[config.mk]
export PLATFORM = sky130hd
export DESIGN_NAME = uart_rx_fifo
export DESIGN_NICKNAME = d
export VERILOG_FILES = /design/src/rtl/UART_MIKE_pkg.sv /design/src/rtl/uart_sync_fifo.sv /design/src/rtl/uart_rx_fifo.sv
export SDC_FILE = /design/constraint.sdc
export NUM_CORES = 1
export LEC_CHECK = 0
export ABC_AREA = 1
export CORE_UTILIZATION = 50
export CTS_CLUSTER_DIAMETER = 60
export DETAILED_ROUTE_END_ITERATION = 12
export PLACE_DENSITY_LB_ADDON = 0.1
export SLEW_MARGIN = 20
export SYNTH_ARGS = -nofsm -noshare
export SYNTH_HDL_FRONTEND = slang
export SYNTH_SLANG_ARGS = --single-unit
export TNS_END_PERCENT = 10
[constraint.sdc]
create_clock -name clk -period 3.97 [get_ports clk]
set_clock_uncertainty 0.1 [all_clocks]
set_input_delay 0.5955 -clock clk [delete_from_list [all_inputs] [get_ports clk]]
set_output_delay 0.5955 -clock clk [all_outputs]
set_load 0.005 [all_outputs]
[src/rtl/UART_MIKE_pkg.sv]
// Shared definitions for the UART receive-side FIFO: default widths/depths
// and the acknowledge FSM state encoding.
package UART_MIKE_pkg;

    localparam int UART_DATA_WIDTH    = 8;
    localparam int UART_RX_FIFO_DEPTH = 16;

    typedef enum logic [0:0] {
        IDLE = 1'b0,
        ACK  = 1'b1
    } rx_fifo_state_t;

endpackage

[src/rtl/uart_sync_fifo.sv]
// Single-clock FIFO with first-word-fall-through read data.
// Occupancy is tracked in an explicit level counter so full/empty never
// depend on pointer equality alone. Pushes into a full FIFO and pops from
// an empty FIFO are ignored.
module uart_sync_fifo #(
    parameter int DATA_WIDTH = 8,
    parameter int DEPTH      = 16,
    parameter int ADDR_WIDTH = $clog2(DEPTH)
) (
    input  logic                  clk,
    input  logic                  rst,
    input  logic                  push,
    input  logic [DATA_WIDTH-1:0] wr_data,
    input  logic                  pop,
    output logic [DATA_WIDTH-1:0] rd_data,
    output logic [ADDR_WIDTH:0]   level,
    output logic                  full,
    output logic                  empty
);

    logic [DATA_WIDTH-1:0] mem_r [DEPTH];
    logic [ADDR_WIDTH-1:0] wr_ptr_r;
    logic [ADDR_WIDTH-1:0] rd_ptr_r;
    logic [ADDR_WIDTH:0]   level_r;
    logic                  do_push_s;
    logic                  do_pop_s;

    assign full      = (level_r == (ADDR_WIDTH+1)'(DEPTH));
    assign empty     = (level_r == '0);
    assign do_push_s = push & ~full;
    assign do_pop_s  = pop & ~empty;
    assign rd_data   = mem_r[rd_ptr_r];
    assign level     = level_r;

    // Storage write; contents need no reset since level gates visibility.
    always_ff @(posedge clk) begin
        if (do_push_s) begin
            mem_r[wr_ptr_r] <= wr_data;
        end
    end

    // Pointers wrap naturally (DEPTH is a power of two); level tracks occupancy.
    always_ff @(posedge clk) begin
        if (rst) begin
            wr_ptr_r <= '0;
            rd_ptr_r <= '0;
            level_r  <= '0;
        end else begin
            if (do_push_s) begin
                wr_ptr_r <= wr_ptr_r + ADDR_WIDTH'(1);
            end
            if (do_pop_s) begin
                rd_ptr_r <= rd_ptr_r + ADDR_WIDTH'(1);
            end
            case ({do_push_s, do_pop_s})
                2'b10:   level_r <= level_r + (ADDR_WIDTH+1)'(1);
                2'b01:   level_r <= level_r - (ADDR_WIDTH+1)'(1);
                default: level_r <= level_r;
            endcase
        end
    end

endmodule

[src/rtl/uart_rx_fifo.sv]
// Receive buffer between the UART receiver and its consumer.
// Captures each byte flagged by rx_flag into a FIFO and acknowledges it
// with an active-low, registered rx_flag_clr pulse held until rx_flag drops.
// Optional feature macro: UART_RX_FIFO_OVF_EN -- when defined, a byte that
// arrives while the FIFO is full is dropped and acknowledged and the sticky
// ovf_error flag is raised; otherwise a full FIFO backpressures the receiver
// by withholding the acknowledge.
module uart_rx_fifo
    import UART_MIKE_pkg::*;
#(
    parameter int DATA_WIDTH = UART_DATA_WIDTH,
    parameter int DEPTH      = UART_RX_FIFO_DEPTH,
    parameter int ADDR_WIDTH = $clog2(DEPTH)
) (
    input  logic                  clk,
    input  logic                  rst,
    input  logic                  rx_flag,
    input  logic [DATA_WIDTH-1:0] rx_data,
    output logic                  rx_flag_clr,
    output logic [DATA_WIDTH-1:0] rd_data,
    output logic                  rd_valid,
    input  logic                  rd_ready,
    output logic [ADDR_WIDTH:0]   level,
    output logic                  full,
    output logic                  ovf_error,
    input  logic                  ovf_clr
);

    rx_fifo_state_t state_r;
    rx_fifo_state_t state_nx_s;
    logic           rx_flag_clr_r;
    logic           push_s;
    logic           pop_s;
    logic           overflow_s;
    logic           fifo_full_s;
    logic           fifo_empty_s;

    uart_sync_fifo #(
        .DATA_WIDTH (DATA_WIDTH),
        .DEPTH      (DEPTH),
        .ADDR_WIDTH (ADDR_WIDTH)
    ) u_fifo (
        .clk     (clk),
        .rst     (rst),
        .push    (push_s),
        .wr_data (rx_data),
        .pop     (pop_s),
        .rd_data (rd_data),
        .level   (level),
        .full    (fifo_full_s),
        .empty   (fifo_empty_s)
    );

    assign pop_s       = ~fifo_empty_s & rd_ready;
    assign rd_valid    = ~fifo_empty_s;
    assign full        = fifo_full_s;
    assign rx_flag_clr = rx_flag_clr_r;

    // Acknowledge FSM next state: capture in IDLE, wait for rx_flag to drop in ACK.
    always_comb begin
        state_nx_s = state_r;
        push_s     = 1'b0;
        overflow_s = 1'b0;
        case (state_r)
            IDLE: begin
                if (rx_flag) begin
                    if (!fifo_full_s) begin
                        push_s     = 1'b1;
                        state_nx_s = ACK;
                    end else begin
`ifdef UART_RX_FIFO_OVF_EN
                        overflow_s = 1'b1;
                        state_nx_s = ACK;
`else
                        state_nx_s = IDLE;
`endif
                    end
                end else begin
                    state_nx_s = IDLE;
                end
            end
            ACK: begin
                if (!rx_flag) begin
                    state_nx_s = IDLE;
                end else begin
                    state_nx_s = ACK;
                end
            end
            default: state_nx_s = IDLE;
        endcase
    end

    // State register; the acknowledge output mirrors the next state so it
    // goes low on the same edge the byte is captured.
    always_ff @(posedge clk) begin
        if (rst) begin
            state_r       <= IDLE;
            rx_flag_clr_r <= 1'b1;
        end else begin
            state_r       <= state_nx_s;
            rx_flag_clr_r <= (state_nx_s != ACK);
        end
    end

`ifdef UART_RX_FIFO_OVF_EN
    logic ovf_error_r;

    // Sticky overflow flag; a new overflow wins over a simultaneous clear.
    always_ff @(posedge clk) begin
        if (rst) begin
            ovf_error_r <= 1'b0;
        end else if (overflow_s) begin
            ovf_error_r <= 1'b1;
        end else if (ovf_clr) begin
            ovf_error_r <= 1'b0;
        end else begin
            ovf_error_r <= ovf_error_r;
        end
    end

    assign ovf_error = ovf_error_r;
`else
    logic unused_ovf_s;
    assign unused_ovf_s = ^{ovf_clr, overflow_s};
    assign ovf_error    = 1'b0;
`endif

endmodule

==> run metrics <==
status completed; Starting Density roughly 52%; final net count between 600 and 700; fin cells 760; final worst-path cycle share roughly four fifths; Sequential Power Share approximately 44%; TritonCTS clock tree yes; Logic pwr share 23.5%; largest net degree at the start of global routing 69; Mapped Area 6300 um^2; final hold slack slightly below 0.4 ns; Post-Route WL approximately 13 mm; fin crit period 3.24 ns; Clock Tree Buf Depth 2; DRT Pass-1 Iters 5; vias per cell around 5.2; P_int roughly 0.0030 W; cell area after layout 7210 um^2; arrival time worst endpoint ~2.5 ns; CP required 3.27 ns; Syn Area/Cell 11.3 um^2; Crit path top cell by count nand3_1; Leak between 2 and 3 nW; Synth Warn # 0; io pins 30; CP Cell Sequence buf_12 -> a21oi_1 -> o21ai_0 -> nand3_1 -> nand3_1 -> nand2_1 -> clkdlybuf4s50_1; Fin. Hold Viols 0; area of the multi-input gates 1570 um^2; Hold WC Path Type reg2reg; Switch Pwr around 0.0013 W; Worst slew margin 39.4%; Pwr Total about 0.0043 W; Slowest-stage cell, CP dfxtp_4; worst-margin pin slew roughly 0.9 ns; Total GRT Usage a little over a fifth; Buf/Inv on CP 2; HPWL after DPL 7.94 mm; first-pass GRT wire length between 15 and 20 mm; Worst Setup Path Type reg2out; delay-heaviest family, CP buffers and inverters; fmax 0.309 GHz; largest cells by area after synthesis edfxtp_1, dfxtp_1, inv_1; Distinct cells, synth 27; dpl cell area between 6000 and 7000 um^2; # diodes 0; Max-cap violations 0; Buffers on Ports 27; Sw Ratio between 20% and 30%; Placed Cells about 730; CTS Root Cell clkbuf_16; number of clock sinks ~150; DRC 0; Die Span Y about 110 um; Clk network pwr share 32.3%; CTS buffer count 17; post-cts sizing count 0; die width 114 um; #FFs+latches synth 147; clk_lat worst skew between 0.4 and 0.5 ns; Worst-path clk slew roughly 0.05 ns; Peak VDD IR roughly 0.34 mV; leading area contributor after synthesis edfxtp_1; share of the synthesized area in the top cell type between 60 and 70%; postcts setup bufs 0; element type at the critical path end primary output; Post-CTS Hold Buffers 0; DRT antenna net count 0; Post-Route Setup TNS 0 ns; RSZ-0062 raised after global routing false; endpoints failing setup 0; Area Overhead vs Synth 14.4%; Gate Count Post-Synth 555; Initial DRC Count roughly 290; Storage cell area about 4200 um^2; FP Rows 40; sequential area share after synthesis between 60% and 70%; DIE AREA 13,000 um^2; Slew Limit Fails 0; Fillers roughly 1,000; layout cell share with drive strength beyond 1 between 7 and 8%; CP Launch Type flip-flop; PwrDens between 600 and 700 nW/um^2; DR vias 3,968; Core Box Area approximately 12,000 um^2; GPL Wtd Cong between 0.7 and 0.8; initial antenna violation count 0; DR WL/cell 16.8 um; H-tree depth 4; critical path peak fanout 68; grt ovf 0; vias in the first global route 3,605; max incr delay on CP roughly 0.76 ns; Synthesized Nets 577
-- Yosys cell counts --
| cell | number |
|---|---|
| edfxtp_1 | 128 |
| inv_1 | 88 |
| nand2_1 | 69 |
| nand3_1 | 55 |
| a21oi_1 | 42 |
| o21ai_0 | 37 |
| nor2_1 | 28 |
| o211ai_1 | 22 |
| dfxtp_1 | 19 |
| buf_2 | 15 |
| o211ai_2 | 10 |
| ha_1 | 9 |
| clkbuf_1 | 5 |
| xor2_1 | 5 |
| buf_6 | 4 |
| inv_2 | 3 |
| nor3_1 | 3 |
| o21ai_1 | 3 |
| buf_4 | 2 |
| buf_1 | 1 |
| conb_1 | 1 |
| nand2_2 | 1 |
| nand3_4 | 1 |
| nand4_1 | 1 |
| nand4_2 | 1 |
| o21bai_1 | 1 |
| xnor2_1 | 1 |
-- registers in the layout, summed over array words and instances, names as in the netlist, named ones only --
register and cells:
u_fifo.rd_ptr_r 4, u_fifo.level 5, rx_flag_clr 1, u_fifo.wr_ptr_r 4
state_r 1, u_fifo.mem_r 128
-- metal layers --
metal  share of wire, %  track usage, %  vias up
li1                   -               -     1962
met1                 47            29.3     1904
met2                 47            32.7       88
met3                4.8            4.61       14
met4                1.4            8.05        0
met5                  0               0        -
-- logic make-up (layout without fill, tap and decap cells) --
logic type	after synthesis	count (layout)	share of synthesized area, %
xor gates and xnor gates	6	6	0.834
buffers and inverters	118	155	7.93
AOI/OAI and AO/OA	115	115	11.2
and+or+nand+nor	159	159	11.1
adders and majority gates	9	9	1.79
DFF	147	147	67.1
other	1	1	0.0595
-- through the flow --
stage | worst slack [ns] | utilization, %
6_report | 0.730 | 59.2
5_1_grt | 0.529 | 59.2
4_1_cts | 0.652 | 59.2
3_5_place_dp | 1.14 | 55.1
3_3_place_gp | 1.16 | 55.1
2_1_floorplan | 1.81 | -
-- power groups by stage --
stage               Combinational (W)  Clock (W)  Sequential (W)
CTS                           0.00102    0.00142         0.00191
finish                        0.00102    0.00140         0.00191
global route                  0.00113    0.00147         0.00193
detailed placement            0.00102          0         0.00194
floorplan                    0.000751          0         0.00183
global placement             0.000992          0         0.00194
-- layout make-up --
cell class	instances	share of cell area, %
well taps	168	2.92
repair buffers	33	4.72
flip-flops and latches	147	58.7
clock buffers	23	6.22
clock inverters	8	0.868
multi-input cells	290	21.8
inverters	91	4.74
-- path summary, 6_finish.rpt --
check,startpoint,endpoint,slack [ns],cells after the start
max,flip-flop,rd_data[6],0.73,7
min,u_fifo.wr_ptr_r[3],u_fifo.wr_ptr_r[3],0.40,2
max reg2reg,u_fifo.level[0],u_fifo.level[4],1.53,16
min reg2reg,u_fifo.wr_ptr_r[3],u_fifo.wr_ptr_r[3],0.40,2
-- placed cells by master (no fill, tap or decap), types with 4 or more instances in the layout --
master and count:
edfxtp_1 128, clkdlybuf4s50_1 27, nand2_1 69, buf_4 4, xor2_1 5, a21oi_1 42, o211ai_1 22, nand3_1 55
clkbuf_16 17, nor2_1 28, o21ai_0 37, ha_1 9, clkbuf_1 6, o211ai_2 10, inv_1 88, dfxtp_1 17
clkinv_2 5
-- tightest hold or removal path: stages (launching register included) --
cell	delay [ns]
dfxtp_1	0.33
nand2_1	0.07
a21oi_1	0.06
Note: power is estimated with default switching activity, not from simulation.
